File: src/rtl/sram_port_arbiter.sv
// sram_port_arbiter: controller for the single RW port of a 512x8 OpenRAM macro.
// After reset it writes INIT_VALUE to every address, then arbitrates two
// valid/ready requesters round-robin. Macro pins are registered. Read data comes
// back on a per-requester response channel two edges after the accept.
module sram_port_arbiter #(
    parameter int unsigned           DATA_WIDTH = 8,
    parameter int unsigned           ADDR_WIDTH = 9,
    parameter logic [DATA_WIDTH-1:0] INIT_VALUE = '0
) (
    input  logic                  clk0,
    input  logic                  rstb0,

    input  logic                  req0_valid,
    output logic                  req0_ready,
    input  logic                  req0_we,
    input  logic [ADDR_WIDTH-1:0] req0_addr,
    input  logic [DATA_WIDTH-1:0] req0_wdata,

    input  logic                  req1_valid,
    output logic                  req1_ready,
    input  logic                  req1_we,
    input  logic [ADDR_WIDTH-1:0] req1_addr,
    input  logic [DATA_WIDTH-1:0] req1_wdata,

    output logic                  rsp0_valid,
    output logic [DATA_WIDTH-1:0] rsp0_rdata,
    output logic                  rsp1_valid,
    output logic [DATA_WIDTH-1:0] rsp1_rdata,

    output logic                  init_done,

    output logic                  sram_csb0,
    output logic                  sram_web0,
    output logic [ADDR_WIDTH-1:0] sram_addr0,
    output logic [DATA_WIDTH-1:0] sram_din0,
    input  logic [DATA_WIDTH-1:0] sram_dout0
);

    // Highest macro address (RAM_DEPTH-1), i.e. all address bits set.
    localparam logic [ADDR_WIDTH-1:0] LAST_ADDR = '1;

    typedef enum logic {
        ST_INIT,
        ST_RUN
    } state_t;

    state_t                  state_q, state_d;
    logic [ADDR_WIDTH-1:0]   init_cnt_q, init_cnt_d;
    logic                    sweep_end_q, sweep_end_d;  // last init write is on the pins
    logic                    done_d;
    logic                    rr_ptr_q, rr_ptr_d;        // 0 favours requester 0
    logic                    csb_d, web_d;
    logic [ADDR_WIDTH-1:0]   addr_d;
    logic [DATA_WIDTH-1:0]   din_d;

    // Read pipeline: stage 1 tracks the command on the pins, stage 2 the
    // cycle in which the macro drives dout.
    logic                    rd_push_d;
    logic                    rd_id_d;
    logic                    rd_v1_q, rd_id1_q;
    logic                    rd_v2_q, rd_id2_q;

    // State, init counter, pointer and registered macro pins.
    always_ff @(posedge clk0) begin
        if (!rstb0) begin
            state_q     <= ST_INIT;
            init_cnt_q  <= '0;
            sweep_end_q <= 1'b0;
            init_done   <= 1'b0;
            rr_ptr_q    <= 1'b0;
            sram_csb0   <= 1'b1;
            sram_web0   <= 1'b1;
            sram_addr0  <= '0;
            sram_din0   <= '0;
        end else begin
            state_q     <= state_d;
            init_cnt_q  <= init_cnt_d;
            sweep_end_q <= sweep_end_d;
            init_done   <= done_d;
            rr_ptr_q    <= rr_ptr_d;
            sram_csb0   <= csb_d;
            sram_web0   <= web_d;
            sram_addr0  <= addr_d;
            sram_din0   <= din_d;
        end
    end

    // Next state, init sweep sequencing, arbitration and next pin values.
    always_comb begin
        state_d     = state_q;
        init_cnt_d  = init_cnt_q;
        sweep_end_d = sweep_end_q;
        done_d      = init_done;
        rr_ptr_d    = rr_ptr_q;
        csb_d       = 1'b1;
        web_d       = 1'b1;
        addr_d      = sram_addr0;
        din_d       = sram_din0;
        req0_ready  = 1'b0;
        req1_ready  = 1'b0;
        rd_push_d   = 1'b0;
        rd_id_d     = rd_id1_q;

        unique case (state_q)
            ST_INIT: begin
                if (sweep_end_q) begin
                    // Final write already issued: release the pins and go live.
                    state_d = ST_RUN;
                    done_d  = 1'b1;
                end else begin
                    csb_d  = 1'b0;
                    web_d  = 1'b0;
                    addr_d = init_cnt_q;
                    din_d  = INIT_VALUE;
                    // Counter saturates at the last address; no second sweep.
                    if (init_cnt_q == LAST_ADDR) begin
                        sweep_end_d = 1'b1;
                    end else begin
                        init_cnt_d = init_cnt_q + ADDR_WIDTH'(1);
                    end
                end
            end

            ST_RUN: begin
                req0_ready = req0_valid && (!req1_valid || !rr_ptr_q);
                req1_ready = req1_valid && (!req0_valid ||  rr_ptr_q);
                if (req0_ready) begin
                    csb_d     = 1'b0;
                    web_d     = ~req0_we;
                    addr_d    = req0_addr;
                    din_d     = req0_wdata;
                    rr_ptr_d  = 1'b1;
                    rd_push_d = ~req0_we;
                    rd_id_d   = 1'b0;
                end else if (req1_ready) begin
                    csb_d     = 1'b0;
                    web_d     = ~req1_we;
                    addr_d    = req1_addr;
                    din_d     = req1_wdata;
                    rr_ptr_d  = 1'b0;
                    rd_push_d = ~req1_we;
                    rd_id_d   = 1'b1;
                end
            end

            default: begin
                state_d = ST_INIT;
            end
        endcase
    end

    // Read-response pipeline; reset drops anything in flight.
    always_ff @(posedge clk0) begin
        if (!rstb0) begin
            rd_v1_q    <= 1'b0;
            rd_id1_q   <= 1'b0;
            rd_v2_q    <= 1'b0;
            rd_id2_q   <= 1'b0;
            rsp0_valid <= 1'b0;
            rsp1_valid <= 1'b0;
            rsp0_rdata <= '0;
            rsp1_rdata <= '0;
        end else begin
            rd_v1_q    <= rd_push_d;
            rd_id1_q   <= rd_id_d;
            rd_v2_q    <= rd_v1_q;
            rd_id2_q   <= rd_id1_q;
            rsp0_valid <= rd_v2_q && !rd_id2_q;
            rsp1_valid <= rd_v2_q &&  rd_id2_q;
            if (rd_v2_q && !rd_id2_q) begin
                rsp0_rdata <= sram_dout0;
            end
            if (rd_v2_q && rd_id2_q) begin
                rsp1_rdata <= sram_dout0;
            end
        end
    end

endmodule

File: config.mk
export PLATFORM = sky130hd
export DESIGN_NAME = sram_port_arbiter
export DESIGN_NICKNAME = d
export VERILOG_FILES = /design/src/rtl/sram_port_arbiter.sv
export SDC_FILE = /design/constraint.sdc
export NUM_CORES = 1
export LEC_CHECK = 0
export CAP_MARGIN = 15
export CORE_ASPECT_RATIO = 0.9
export CORE_UTILIZATION = 39
export CTS_CLUSTER_DIAMETER = 200
export DETAILED_ROUTE_END_ITERATION = 12
export GPL_ROUTABILITY_DRIVEN = 0
export GPL_TIMING_DRIVEN = 0
export PLACE_DENSITY = 0.76
export SYNTH_ARGS = -nofsm -noshare
export SYNTH_HDL_FRONTEND = slang
export SYNTH_SLANG_ARGS = --single-unit
File: constraint.sdc
create_clock -name clk0 -period 1.8 [get_ports clk0]
set_input_delay 0.45 -clock clk0 [delete_from_list [all_inputs] [get_ports clk0]]
set_output_delay 0.45 -clock clk0 [all_outputs]
set_load 0.03 [all_outputs]
### Word level (Yosys, flattened, before mapping)

Cells that the tools add are included.

| word-level totals | value |
|---|---|
| word-level logic and storage cells | 68 |
| input port bits | 48 |
| register bits after elaboration | 54 |
| output and inout bits | 40 |

| operators by class | value |
|---|---|
| eq/ne operators | 3 |
| muxes and demuxes | 26 |
| reductions and logical operators | 16 |
| bitwise operators | 5 |
| $add $sub $neg | 1 |

Operators with widths:

| operator | count |
|---|---|
| 2-to-1 mux 9 bit | 3 |
| 2-to-1 mux 8 bit | 3 |
| one-hot mux 9 bit (2 select lines) | 1 |
| 2-to-1 mux 1 bit | 16 |
| one-hot mux 8 bit (2 select lines) | 1 |
| adder 9 x 1 -> 9 bit, second input constant | 1 |
| equality test 9 bit, second input constant | 1 |
| AND reduction 2 bit | 4 |
| inverter 1 bit | 5 |
| logical AND 1 bit | 4 |
| logical NOT 1 bit | 4 |
| one-hot mux 1 bit (2 select lines) | 2 |
| != test 3 x 1 -> 1 bit, second input constant | 1 |
| AND reduction 3 bit | 1 |
| logical OR 1 bit | 2 |
| != test 2 bit, second input constant | 1 |
| nonzero test 2 bit | 1 |

### Depth between registers and ports, before layout

| logic depth | value |
|---|---|
| depth in word-level cells | 6 |
| depth in mapped cells | 8 |
| depth with buffers taken out | 7 |

### Least setup slack after synthesis

No wires, ideal clock.

| timing path | value |
|---|---|
| path type | reg2reg |
| from | register init_cnt_q[0] |
| to | register init_cnt_q[3] |
| arrival time | 1.791 ns |
| library setup time | 0.070 ns |
| data required time | 1.730 ns |
| clock period less this slack | 1.861 ns |
| stages on the path, launching flop included | 9 |
| path buffers | 1 |
| path slack | -0.061 ns |
| cell sequence | dfxtp_1 ha_1 nand3_1 nor2_1 ha_1 or3_4 buf_6 or3_1 a21oi_1 |

| between the ends | value |
|---|---|
| cells in the longest elaborated chain, start to end | 3 |
| elaborated cells on any way between the ends | 4 |
| those cells by class | add/sub (1); eq/ne (1); bitwise (1); reduce/logical (1) |

Ends and longest elaborated chain:

| item | line | source |
|---|---|---|
| from (decl) | 48 | `logic [ADDR_WIDTH-1:0] init_cnt_q, init_cnt_d;` |
| from (signal assigned) | 77 | `init_cnt_q <= init_cnt_d;` |
| parallel branches: the longest is 3 deep, another holds adder 9 x 1 -> 9 bit | -- |  |

Parallel ways; which one is timed is not known.
A chain may end at the register's enable or synchronous reset.

### Worst setup path in the final report

| timing path | value |
|---|---|
| from | register init_cnt_q[0] |
| to | register init_cnt_q[5] |

The elaborated chain is that of the path after synthesis.

==> metrics.txt <==
synth unique cells 42; Final Hold Fails 0; Slew HR 60.6%; CTS Hold Bufs 0; clk_lat worst skew 0.30 ns; CTS Root Cell clkbuf_8; area delta synth->final 54.2%; hold_ws 0.444 ns; P_leak roughly 1.7 nW; CTS sink count 54; placed insts 406; core area 5410 sq um; final worst-path cycle share 102%; Critical Path RT 2.04 ns; grt ovf 0; Synth Net Count 303; failing checks negative setup slack; maximum vdd drop 0.334 mV; fin crit period 1.83 ns; vias in the first global route 2007; status finished, violations left; worst reg2reg path depth 7; stages on the worst setup path 7; clock skew 0.00196 ns; RSZ-0062 raised after global routing true; critical path arrival 2.07 ns; setup violators final 3; Via density 5.22; die area 6080 sq um; Iter 0 DRT Violations around 150; Max-Cap Viols 0; Mapped Cells 253; # rows 25; crit path buf inv count 0; ratio of cells with drive above 1 in the final layout 10.8%; CP startpoint kind flip-flop; Overall Global Routing Usage 20.4%; first-pass GRT wire length approximately 9.4 mm; Vias 2194; Worst Path Max Fanout 4; hpwl dp 4.25 mm; Top Ports 88; CTS tree yes; post-synthesis cell area 2250 sq um; Initial Utilization 41.6%; H-tree depth 2; Die H 74.1 microns; ys async rst share 0%; WL final 5.90 mm; max-slew violation count 0; Mean Syn Cell Area 8.89 sq um; synthesis warning total 0; hold path depth 1; crit-path leading delay family simple AND/OR/NAND/NOR gates; Worst-path clk slew 0.09 ns; die width 82.1 microns; CP Capture Type flip-flop; DRC 0; # fillers 480; Final Non-Filler Cells 420; Nets about 400; Crit path largest cell delay 0.47 ns; DR WL/cell 14.0 microns; post-route worst setup slack -0.0317 ns; initial antenna violation count 0; fmax 546 MHz; Worst Hold Class reg2reg; post-place setup slack -0.876 ns; TritonRoute pass-1 iters 4; Crit Path Class reg2reg; Post-DRT Antenna Nets 0; register area share after synthesis 48.1%; ant diodes 0; Post-synth EDFFs 0; CP max stage cell or4_1; Worst Tran Pin Value a little under 0.6 ns; dominant synthesized flop cell dfxtp_1; CP Cell Sequence ha_4 -> nand3_2 -> nor2_2 -> ha_2 -> or3_4 -> or4_1 -> a21oi_1; pin count of the biggest net entering global routing 16; CTS Buf Count 5; Pwr per Cell Area 640 nW/um^2; Buffers on Ports 86; Yosys reg bits 54; clk buf depth 2
cell families after synthesis:
logic type / count (synthesis) / share of synthesized area, %
AOI/OAI and AO/OA: 65 / 20.9
adders and majority gates: 2 / 1.11
muxes: 9 / 4.00
buffers and inverters: 29 / 5.39
xor gates and xnor gates: 2 / 0.779
DFF: 54 / 48.1
and+or+nand+nor: 92 / 19.7
cells in the mapped netlist, types with 3 or more instances:
library cell | n | area share, %
inv_1 | 12 | 2.0
nand3_1 | 14 | 3.1
or4_1 | 3 | 1.0
o31ai_1 | 3 | 1.0
buf_2 | 4 | 0.89
nand2_1 | 29 | 4.8
a221oi_1 | 9 | 3.5
mux2i_1 | 9 | 4.0
and2_1 | 11 | 3.1
clkbuf_1 | 9 | 1.5
o32ai_1 | 9 | 3.5
dfxtp_1 | 54 | 48
nor2_1 | 22 | 3.7
o2bb2ai_1 | 7 | 2.7
a21oi_1 | 23 | 5.1
metrics by stage:
step	power (mW)	util (%)	setup TNS (ns)	area, sq um
floorplan	1.32	-	0	2260
global placement	1.46	59.2	-8.25	3200
detailed placement	1.46	59.2	-8.58	3200
CTS	2.23	62.1	-0.174	3360
global route	2.32	64.1	-0.662	3470
finish	2.22	64.1	-0.0712	3470
area by class of cell:
type | count | area, sq um | area share, %
buffer | 14 | 67.6 | 1.95
clock buffer | 8 | 110 | 3.17
inverter | 13 | 52.6 | 1.52
multi-input combinational | 170 | 1070 | 30.9
sequential | 54 | 1090 | 31.3
tap | 67 | 83.8 | 2.42
timing repair buffer | 94 | 995 | 28.7
registers in the layout, indices dropped and copies added, names as in the netlist:
register	count
rd_id2_q	1
rd_v2_q	1
state_q	1
sram_addr0	9
sram_web0	1
sram_din0	8
rsp1_valid	1
sweep_end_q	1
init_done	1
rd_id1_q	1
rd_v1_q	1
rr_ptr_q	1
rsp0_rdata	8
rsp1_rdata	8
init_cnt_q	9
rsp0_valid	1
sram_csb0	1
report_power, final:
part	total, mW	internal (mW)	switching (mW)
Combinational	0.238	0.143	0.0952
Sequential	1.22	1.21	0.0105
Clock	0.765	0.389	0.376
Total	2.22	1.74	0.482
worst reg2reg max path: cells and delay by family (launching register included):
family / cells / cell delay (ns)
and+or+nand+nor: 4 / 0.94
DFF: 1 / 0.35
AOI/OAI and AO/OA: 1 / 0.13
adders and majority gates: 2 / 0.34
routing by layer:
| layer | up-vias | GRT usage (%) | wire [microns] |
|---|---|---|---|
| met5 | - | 0 | 0 |
| met4 | 0 | 6.43 | 63 |
| met3 | 5 | 5.64 | 420 |
| met2 | 78 | 32.1 | 2710 |
| met1 | 1011 | 27.2 | 2700 |
| li1 | 1100 | - | - |
timing repair:
item	4_1_cts	5_1_grt
setup buffers	5	3
setup endpoints to repair	8	53
gates resized for setup	23	36
pin swaps	11	2
cells in the final DEF (no fill, tap or decap), types with 2 or more instances in the layout:
| master | n |
|---|---|
| nand2_1 | 29 |
| dlymetal6s2s_1 | 30 |
| clkdlybuf4s50_1 | 52 |
| buf_4 | 8 |
| mux2i_1 | 9 |
| clkbuf_1 | 7 |
| dfxtp_1 | 49 |
| or4_1 | 3 |
| clkbuf_4 | 2 |
| a21boi_0 | 2 |
| nand2b_1 | 2 |
| o32ai_1 | 9 |
| buf_6 | 2 |
| clkbuf_8 | 8 |
| nor2_2 | 2 |
| inv_1 | 12 |
| and2_1 | 11 |
| or3_1 | 2 |
| a221oi_1 | 9 |
| o31ai_1 | 3 |
| nand3_1 | 13 |
| buf_1 | 2 |
| dfxtp_2 | 5 |
| nor2b_1 | 2 |
| a32o_1 | 2 |
| o2bb2ai_1 | 7 |
| a21oi_1 | 23 |
| buf_2 | 3 |
| nor2_1 | 20 |
worst paths after layout:
path	startpoint	endpoint	slack, ns
setup reg to reg	init_cnt_q[0]	init_cnt_q[5]	-0.03
hold reg to reg	rd_v1_q	rd_v2_q	0.44
hold / removal	rd_v1_q	rd_v2_q	0.44
setup / recovery	init_cnt_q[0]	init_cnt_q[5]	-0.03
No activity file was read; power rests on OpenSTA's default activity.
